[config.mk]
export PLATFORM = sky130hd
export DESIGN_NAME = ts_cc_error_monitor_flat
export DESIGN_NICKNAME = d
export VERILOG_FILES = /design/src/rtl/ts_cc_error_monitor_if.sv /design/src/rtl/ts_cc_error_monitor.sv /design/src/flat_wrapper.sv
export SDC_FILE = /design/constraint.sdc
export NUM_CORES = 1
export LEC_CHECK = 0
export CAP_MARGIN = 5
export CORE_MARGIN = 4
export CORE_UTILIZATION = 53
export DETAILED_ROUTE_END_ITERATION = 8
export GPL_TIMING_DRIVEN = 0
export PLACE_DENSITY = 0.75
export RECOVER_POWER = 25
export REMOVE_ABC_BUFFERS = 1
export SKIP_CTS_REPAIR_TIMING = 1
export SLEW_MARGIN = 30
export SYNTH_ARGS = -nofsm -noshare
export SYNTH_HDL_FRONTEND = slang
export SYNTH_SLANG_ARGS = --single-unit
[constraint.sdc]
create_clock -name clk -period 6.9 [get_ports clk]
set_input_delay 0.69 -clock clk [delete_from_list [all_inputs] [get_ports clk]]
set_output_delay 0.69 -clock clk [all_outputs]
set_load 0.1 [all_outputs]
[src/rtl/ts_cc_error_monitor_if.sv]
// ts_cc_error_monitor_if: byte-stream inputs and error status outputs of the TS CC monitor
interface ts_cc_error_monitor_if #(
  parameter int N_CH  = 4,
  parameter int CNT_W = 8
);
  logic [N_CH-1:0]       valid;
  logic [N_CH-1:0]       sync;
  logic [8*N_CH-1:0]     data;
  logic                  clear_count;
  logic [CNT_W*N_CH-1:0] error_count;
  logic [N_CH-1:0]       error_pulse;
  logic [N_CH-1:0]       locked;
  modport master (
    output valid, sync, data, clear_count,
    input  error_count, error_pulse, locked
  );
  modport slave (
    input  valid, sync, data, clear_count,
    output error_count, error_pulse, locked
  );
endinterface

[src/rtl/ts_cc_error_monitor.sv]
// ts_cc_error_monitor: per-channel MPEG-2 TS continuity-counter checker with error counters
module ts_cc_error_monitor #(
  parameter int N_CH     = 4,
  parameter int CNT_W    = 8,
  parameter bit SATURATE = 1'b1
) (
  input logic clk,
  input logic reset,
  ts_cc_error_monitor_if.slave bus
);
  typedef enum logic [1:0] {IDLE, H1, H2, H3} state_t;
  logic [CNT_W-1:0] cnt [N_CH];
  logic             pulse [N_CH];
  logic             lck [N_CH];
  always_comb begin
    bus.error_count = '0;
    bus.error_pulse = '0;
    bus.locked      = '0;
    for (int k = 0; k < N_CH; k++) begin
      bus.error_count[CNT_W*k +: CNT_W] = cnt[k];
      bus.error_pulse[k]                = pulse[k];
      bus.locked[k]                     = lck[k];
    end
  end
  for (genvar i = 0; i < N_CH; i++) begin : g_ch
    state_t      st, nxt;
    logic [7:0]  d;
    logic        v, s, tei, dup, hdr, eval, skip, relock, seq, same, err;
    logic [4:0]  pid_hi;
    logic [7:0]  pid_lo;
    logic [12:0] pid, ref_pid;
    logic [3:0]  last;
    assign d   = bus.data[8*i +: 8];
    assign v   = bus.valid[i];
    assign s   = bus.sync[i];
    assign pid = {pid_hi, pid_lo};
    // A sync byte always restarts header parsing, even mid-header
    always_comb begin
      hdr    = v & ~s;
      nxt    = !v ? st : s ? (d == 8'h47 ? H1 : IDLE) : st == H1 ? H2 : st == H2 ? H3 : IDLE;
      eval   = hdr & (st == H3);
      skip   = tei | (&pid) | (d[5:4] == 2'b00);
      relock = ~lck[i] | (pid != ref_pid);
      seq    = d[3:0] == last + 4'd1;
      same   = d[3:0] == last;
      err    = eval & ~skip & ~relock & (d[4] ? ~(seq | (same & ~dup)) : ~same);
    end
    always_ff @(posedge clk or posedge reset)
      if (reset) begin
        st       <= IDLE;
        tei      <= 1'b0;
        pid_hi   <= '0;
        pid_lo   <= '0;
        ref_pid  <= '0;
        last     <= '0;
        dup      <= 1'b0;
        lck[i]   <= 1'b0;
        pulse[i] <= 1'b0;
        cnt[i]   <= '0;
      end else begin
        st       <= nxt;
        pulse[i] <= err;
        if (hdr && st == H1) {tei, pid_hi} <= {d[7], d[4:0]};
        if (hdr && st == H2) pid_lo <= d;
        // last CC always follows the evaluated packet; only the dup flag needs care
        if (eval && !skip) begin
          ref_pid <= pid;
          last    <= d[3:0];
          lck[i]  <= 1'b1;
          dup     <= relock ? 1'b0 : d[4] ? same & ~dup : dup;
        end
        cnt[i] <= bus.clear_count ? '0 : !err ? cnt[i] :
                  (SATURATE && &cnt[i]) ? cnt[i] : cnt[i] + 1'b1;
      end
  end
endmodule

[src/flat_wrapper.sv]
// flat-port wrapper written by rule: the top's interface ports become plain ports
module ts_cc_error_monitor_flat 
#(
  parameter int N_CH     = 4,
  parameter int CNT_W    = 8,
  parameter bit SATURATE = 1'b1
)
  (clk, reset, bus_valid, bus_sync, bus_data, bus_clear_count, bus_error_count, bus_error_pulse, bus_locked);
  ts_cc_error_monitor_if #(.N_CH(N_CH), .CNT_W(CNT_W)) bus_i ();
  input logic clk;
  input logic reset;
  input wire logic [$bits(bus_i.valid)-1:0] bus_valid;
  input wire logic [$bits(bus_i.sync)-1:0] bus_sync;
  input wire logic [$bits(bus_i.data)-1:0] bus_data;
  input wire logic [$bits(bus_i.clear_count)-1:0] bus_clear_count;
  output wire logic [$bits(bus_i.error_count)-1:0] bus_error_count;
  output wire logic [$bits(bus_i.error_pulse)-1:0] bus_error_pulse;
  output wire logic [$bits(bus_i.locked)-1:0] bus_locked;
  assign bus_i.valid = bus_valid;
  assign bus_i.sync = bus_sync;
  assign bus_i.data = bus_data;
  assign bus_i.clear_count = bus_clear_count;
  assign bus_error_count = bus_i.error_count;
  assign bus_error_pulse = bus_i.error_pulse;
  assign bus_locked = bus_i.locked;
  ts_cc_error_monitor #(.N_CH(N_CH), .CNT_W(CNT_W), .SATURATE(SATURATE)) u_core (.clk(clk), .reset(reset), .bus(bus_i));
endmodule
==> key figures, run 1 <==
Status
  • Status: complete, no violations

Synthesis
  • Post-synth cell types: 49
  • Most frequent cells after synthesis: 176 x dfrtp_1, 122 x mux2_2, 72 x xnor2_1
  • Post-synth top area share: 51.50%
  • Number of synthesized flops with an enable pin: 0
  • Ranking of synthesized cells by area: dfrtp_1 51%, mux2_2 16%, xnor2_1 7.4%
  • Most common cell in the synthesized netlist: dfrtp_1
  • Post-synthesis average cell area: 12.06 µm²
  • Async set-or-reset flop fraction in the synthesized netlist: 100.0%
  • #FFs+latches synth: 176
  • Largest area contributor in the netlist: dfrtp_1
  • Yosys warns: 0
  • Synthesized instance count: 709
  • Synth Flop Type: dfrtp_1
  • Register area share after synthesis: 51.50%
  • Synth Cell Area: 8552 µm²

Power and ir drop
  • Design Power: 2.680 mW
  • IR drop worst, VDD: 0.0001745 V
  • Cell area power density: 260.9 nW/µm²
  • Leakage power: 4.483 nW

Placed design
  • I/O Buffers: 82
  • Dpl cells: 999
  • Pre-CTS setup slack: 3003 ps
  • GPL Wtd Cong: 0.8208
  • Detailed placement HPWL: 12.87 mm

Timing
  • FMAX: 0.2896 GHz
  • Worst Skew: 7.980 ps
  • RSZ-0062 raised after global routing: false
  • Slew headroom: 10.30%
  • Final setup fails: 0
  • Slew @ Worst Pin: 1338 ps
  • Final hold vios: 0
  • Hold_ws: 475.2 ps
  • Final Cycle Share: 50.05%
  • Final setup margin: 3447 ps
  • Slew Limit Fails: 0
  • Final min period: 3453 ps

Worst setup path
  • Slowest CP cell: or4b_1
  • R2R Path End: u_core.bus.error_count[23]
  • R2r startpoint: u_core.g_ch[2].pid_lo[0]
  • CP endpoint kind: flop
  • Buf/Inv on CP: 1
  • Slowest stage delay, CP: 810 ps
  • Reg2reg path depth: 6
  • Reg-to-reg slack, setup: 3950 ps
  • Crit Path Max Fanout: 21
  • Critical Path RT: 7240 ps
  • CP Depth: 7
  • CP arrival: 3790 ps
  • Crit path cell chain: dlygate4sd3_1 > nand2b_1 > nor4b_1 > nand2_1 > or4b_1 > or3_1 > a21oi_1
  • Crit path from: bus_valid[0]
  • Startpoint class of the critical path: input pin
  • CP top delay family: simple AND/OR/NAND/NOR gates
  • Setup CP Type: in2reg

Floorplanning
  • Initial core utilization: 54.03%
  • Die area: 18,230 µm²
  • Die X: 135.0 µm
  • Chip height: 135.0 µm
  • Num rows: 46
  • Area of the core: 15,830 µm²
  • Num ports: 83

Clock network
  • CTS Buf Count: 17
  • CTS HTree Levels: 4
  • Clock transition at the registers of the reported paths: 70 ps
  • Clock latency on the worst-skew pair: 420 ps
  • # clock sinks: 176
  • Deepest clock path buffer count: 2
  • Root Buffer: clkbuf_16
  • CTS tree: done

Final layout
  • Synth-to-Final Area Change: 20.12%
  • Nets: 866
  • Layout Utilization: 64.90%
  • # diodes: 0
  • Filler-free cell count of the finished design: 1,030
  • Fraction of layout cells with a size suffix above 1: 21.62%

Route
  • DRT iter0 DRCs: 307
  • Initial DRT Pass Iterations: 5
  • Final wirelength: 17.94 mm
  • DR DRC count: 0
  • Via count: 5,899
  • DR WL/cell: 17.41 µm
  • Final ANT Viol Nets: 0
  • Vias/cell: 5.727

Global route
  • Total grt overflow: 0
  • First-pass GRT wire length: 30.61 mm
  • Pin count of the biggest net entering global routing: 76
  • Gr usage total: 20.74%
  • Number of global-route vias before repair: 6,341
  • Initial antenna violation count: 0

Min path
  • HP Class: reg2reg
  • Hold path startpoint: u_core.g_ch[3].dup
  • Hold path depth: 1
  • Hold path endpoint: u_core.g_ch[3].dup

Run
  • Max_cap viols: 0
==> sequential cells by signal, indices dropped and copies added, names as in the netlist <==
name and flops:
u_core.g_ch.ref_pid 52, u_core.bus.error_count 32, u_core.g_ch.pid_lo 32, u_core.g_ch.pid_hi 20
u_core.g_ch.last 16, u_core.g_ch.st 8, u_core.bus.error_pulse 4, u_core.bus.locked 4
u_core.g_ch.dup 4, u_core.g_ch.tei 4
==> kinds of logic after synthesis <==
logic type	synth area share [%]
xor+xnor	9.012
mux	16.77
fa+ha+maj	3.072
simple gates	13.62
flops	51.50
compound gates	4.477
buf+inv	1.551
==> per-layer routing <==
layer  GRT usage [%]  vias to the layer above  wire [µm]
li1                -                     2779          -
met1           25.48                     2971       7517
met2           36.49                      122       9426
met3           4.359                       27        702
met4           7.055                        0        289
met5               0                        -          0
==> cell usage in the layout (no fill, tap or decap), drive strengths merged, types with 11 or more instances in the layout <==
cell	n
mux2	122
clkdlybuf4s50	73
nand3	21
nor4	12
dfrtp	176
ha	21
inv	19
nor2	18
xor2	16
buf	11
o21ai	18
a21oi	18
xnor2	72
nand2	40
nand4	44
clkbuf	22
or4	11
==> cell type report <==
type                    instances  area (µm²)
clock inverters                10       133.9
well taps                     216       270.3
repair buffers                 88       883.3
flip-flops and latches        176        4404
fillers                      1192        5555
multi-input cells             500        4038
clock buffers                  21       470.5
inverters                      19       72.57
==> power by group <==
group / switching (mW) / total [mW] / internal [mW]
Sequential: 0.136 / 1.28 / 1.15
Combinational: 0.194 / 0.415 / 0.221
Clock: 0.386 / 0.981 / 0.595
==> how the worst max path moves through the flow <==
stage,endpoint
2_1_floorplan,u_core.bus.error_count[0]
3_3_place_gp,u_core.g_ch[2].pid_lo[6]
3_5_place_dp,u_core.bus.error_count[13]
4_1_cts,u_core.bus.error_count[13]
5_1_grt,u_core.bus.error_count[2]
6_report,u_core.bus.error_count[2]
==> stage by stage <==
stage               cell area, µm²  setup TNS, ps
detailed placement            9688              0
floorplan                     8491              0
global route                 10270              0
global placement              9582        -116350
finish                       10270              0
CTS                          10290              0
No activity file was read; power rests on OpenSTA's default activity.
==> run 2, diff against run 1 <==
==> constraint.sdc (replaced) <==
create_clock -name clk -period 3.3 [get_ports clk]
set_input_delay 0.33 -clock clk [delete_from_list [all_inputs] [get_ports clk]]
set_output_delay 0.33 -clock clk [all_outputs]
set_load 0.1 [all_outputs]
==> key figures, run 2 (synthesis gave the netlist of run 1 again) <==
Power and ir drop
  • IR drop worst, VDD: 0.0003661 V (+110%)
  • Design Power: 5.604 mW (+110%)
  • Leakage power: 4.475 nW (-0.19%)
  • Logic pwr share: 15.5% (about the same)
  • Cell Int Power: 4.105 mW (+110%)
  • Sw Ratio: 26.75% (+0.057 points)
  • Seq pwr share: 47.9% (about the same)
  • Switching pwr: 1.499 mW (+110%)
  • Cell area power density: 546.6 nW/µm² (+110%)
  • Clock power frac: 36.6% (about the same)

Worst setup path
  • Crit Path Max Fanout: 21 (unchanged)
  • Reg2reg path depth: 6 (unchanged)
  • Critical Path RT: 3640 ps (-3600 ps)
  • Startpoint class of the critical path: input pin
  • CP arrival: 3370 ps (-420 ps)
  • Setup CP Type: in2reg
  • R2r startpoint: u_core.g_ch[0].st[1]
  • R2R Path End: u_core.bus.error_count[2]
  • CP endpoint kind: flop
  • Reg-to-reg slack, setup: 360 ps (-3590 ps)

Floorplanning
  • Num ports: 83 (unchanged)
  • Chip height: 135.0 µm (unchanged)
  • Die area: 18,230 µm² (unchanged)
  • Num rows: 46 (unchanged)
  • Initial core utilization: 54.03% (unchanged)
  • Area of the core: 15,830 µm² (unchanged)
  • Die X: 135.0 µm (unchanged)

Timing
  • RSZ-0062 raised after global routing: false
  • Slew headroom: 16.98% (+6.7 points)
  • Final setup fails: 0 (unchanged)
  • FMAX: 0.3298 GHz
  • Hold_ws: 438.6 ps (-36.58 ps)
  • Slew @ Worst Pin: 1239 ps (-99.58 ps)
  • Slew Limit Fails: 0 (unchanged)
  • Final hold vios: 0 (unchanged)
  • Final Cycle Share: 91.88%
  • Worst Skew: 8.010 ps (+0.02989 ps)
  • Final setup margin: 267.8 ps (-3179 ps)
  • Final min period: 3032 ps

Final layout
  • # diodes: 0 (unchanged)
  • Flip-flop count of the largest register after layout: 52 (unchanged)
  • Filler cells: 1,194 (+0.17%)
  • Fraction of layout cells with a size suffix above 1: 21.62% (unchanged)
  • Synth-to-Final Area Change: 19.88%
  • Most common cell after layout, fill and taps aside: dfrtp_1
  • Reg with most FFs: u_core.g_ch.ref_pid
  • Most frequent cells in the layout: 176 x dfrtp_1, 122 x mux2_2, 75 x clkdlybuf4s50_1
  • Nets: 866 (unchanged)
  • Filler-free cell count of the finished design: 1,030 (unchanged)

Placed design
  • I/O Buffers: 82 (unchanged)
  • GPL Wtd Cong: 0.8208 (unchanged)
  • Pre-CTS setup slack: -236.6 ps (-3240 ps)
  • Dpl cells: 999 (unchanged)
  • Detailed placement HPWL: 12.87 mm (unchanged)

Route
  • Via count: 5,938 (+0.66%)
  • Final ANT Viol Nets: 0 (unchanged)
  • Final wirelength: 18.01 mm (+0.39%)
  • Met2 wire length: 9.442 mm (+0.17%)
  • DR DRC count: 0 (unchanged)
  • Initial DRT Pass Iterations: 4 (-1)
  • Highest Signal Layer: met4
  • DRT iter0 DRCs: 278 (-9.4%)
  • DR WL/cell: 17.48 µm (+0.39%)
  • Vias/cell: 5.765 (+0.66%)
  • Met1 WL: 7.525 mm (+0.11%)
  • Met3 wire len: 716 µm (+2.0%)

Clock network
  • Clock transition at the registers of the reported paths: 70 ps (about the same)
  • Clock latency on the worst-skew pair: 420 ps (about the same)
  • # clock sinks: 176 (unchanged)
  • CTS tree: done
  • Deepest clock path buffer count: 2 (unchanged)
  • Root Buffer: clkbuf_16
  • CTS Buf Count: 17 (unchanged)
  • CTS HTree Levels: 4 (unchanged)

Run
  • Max_cap viols: 0 (unchanged)

Status
  • Status: complete, no violations

Global route
  • Number of global-route vias before repair: 6,341 (unchanged)
  • Initial antenna violation count: 0 (unchanged)
  • Pin count of the biggest net entering global routing: 76 (unchanged)
  • Gr usage total: 20.74% (unchanged)
  • Total grt overflow: 0 (unchanged)
  • First-pass GRT wire length: 30.61 mm (unchanged)

Min path
  • Hold path startpoint: bus_clear_count
  • HP Class: in2reg
  • Hold path depth: 2 (+1)
  • Hold path endpoint: u_core.bus.error_count[24]
-- run 2: cell types whose count changed in the layout (fill, tap and decap cells not counted) --
| cell | before | now |
|---|---|---|
| buf_16 | 2 | 1 |
| clkdlybuf4s50_1 | 73 | 75 |
| clkbuf_4 | 0 | 1 |
| dlygate4sd3_1 | 3 | 1 |
-- run 2: critical path, cell delays in order --
cell	delay, ps
clkdlybuf4s50_1	600
nor2_1	110
nor4b_1	400
nand2_1	600
or4b_1	810
or3_1	360
a21oi_1	170
-- run 2: power groups by stage --
stage	Clock, mW	Sequential [mW]	Combinational (mW)
5_1_grt	2.18	2.73	0.947
6_report	2.05	2.68	0.867
3_3_place_gp	0	2.70	0.815
3_5_place_dp	0	2.72	0.857
4_1_cts	2.09	2.68	0.873
2_1_floorplan	0	2.67	0.609
-- run 2: cell type report --
| class | instances | area [µm²] | share of cell area [%] |
|---|---|---|---|
| clock buffers | 21 | 470.5 | 4.589 |
| clock inverters | 10 | 133.9 | 1.306 |
| inverters | 19 | 72.57 | 0.7078 |
| multi-input cells | 500 | 4038 | 39.38 |
| flip-flops and latches | 176 | 4404 | 42.96 |
| well taps | 216 | 270.3 | 2.636 |
| repair buffers | 88 | 863.3 | 8.421 |
-- run 2: routing by layer --
metal / GRT usage (%) / up-vias
met4: 7.055 / 0
met1: 25.48 / 2991
met5: 0 / -
li1: - / 2779
met2: 36.49 / 135
met3: 4.359 / 33
-- run 2: worst max path at each step --
stage                                  start                         end  slack, ps  cells after the start
global route        u_core.g_ch[2].pid_lo[0]  u_core.bus.error_count[23]         60                      6
global placement                       reset    u_core.g_ch[2].pid_lo[6]      -3910                      2
finish                           bus_data[4]   u_core.bus.error_count[2]        270                      7
CTS                             bus_valid[1]  u_core.bus.error_count[13]        180                      7
detailed placement              bus_valid[1]  u_core.bus.error_count[13]       -240                      7
floorplan                              reset   u_core.bus.error_count[0]      -1800                      1
-- run 2: per-stage QoR --
step	TNS [ps]	util [%]	area (µm²)
floorplan	-319040	-	8491
global route	0	64.77	10250
global placement	-725020	60.54	9582
finish	0	64.77	10250
detailed placement	-1134	61.21	9688
CTS	0	65.03	10290
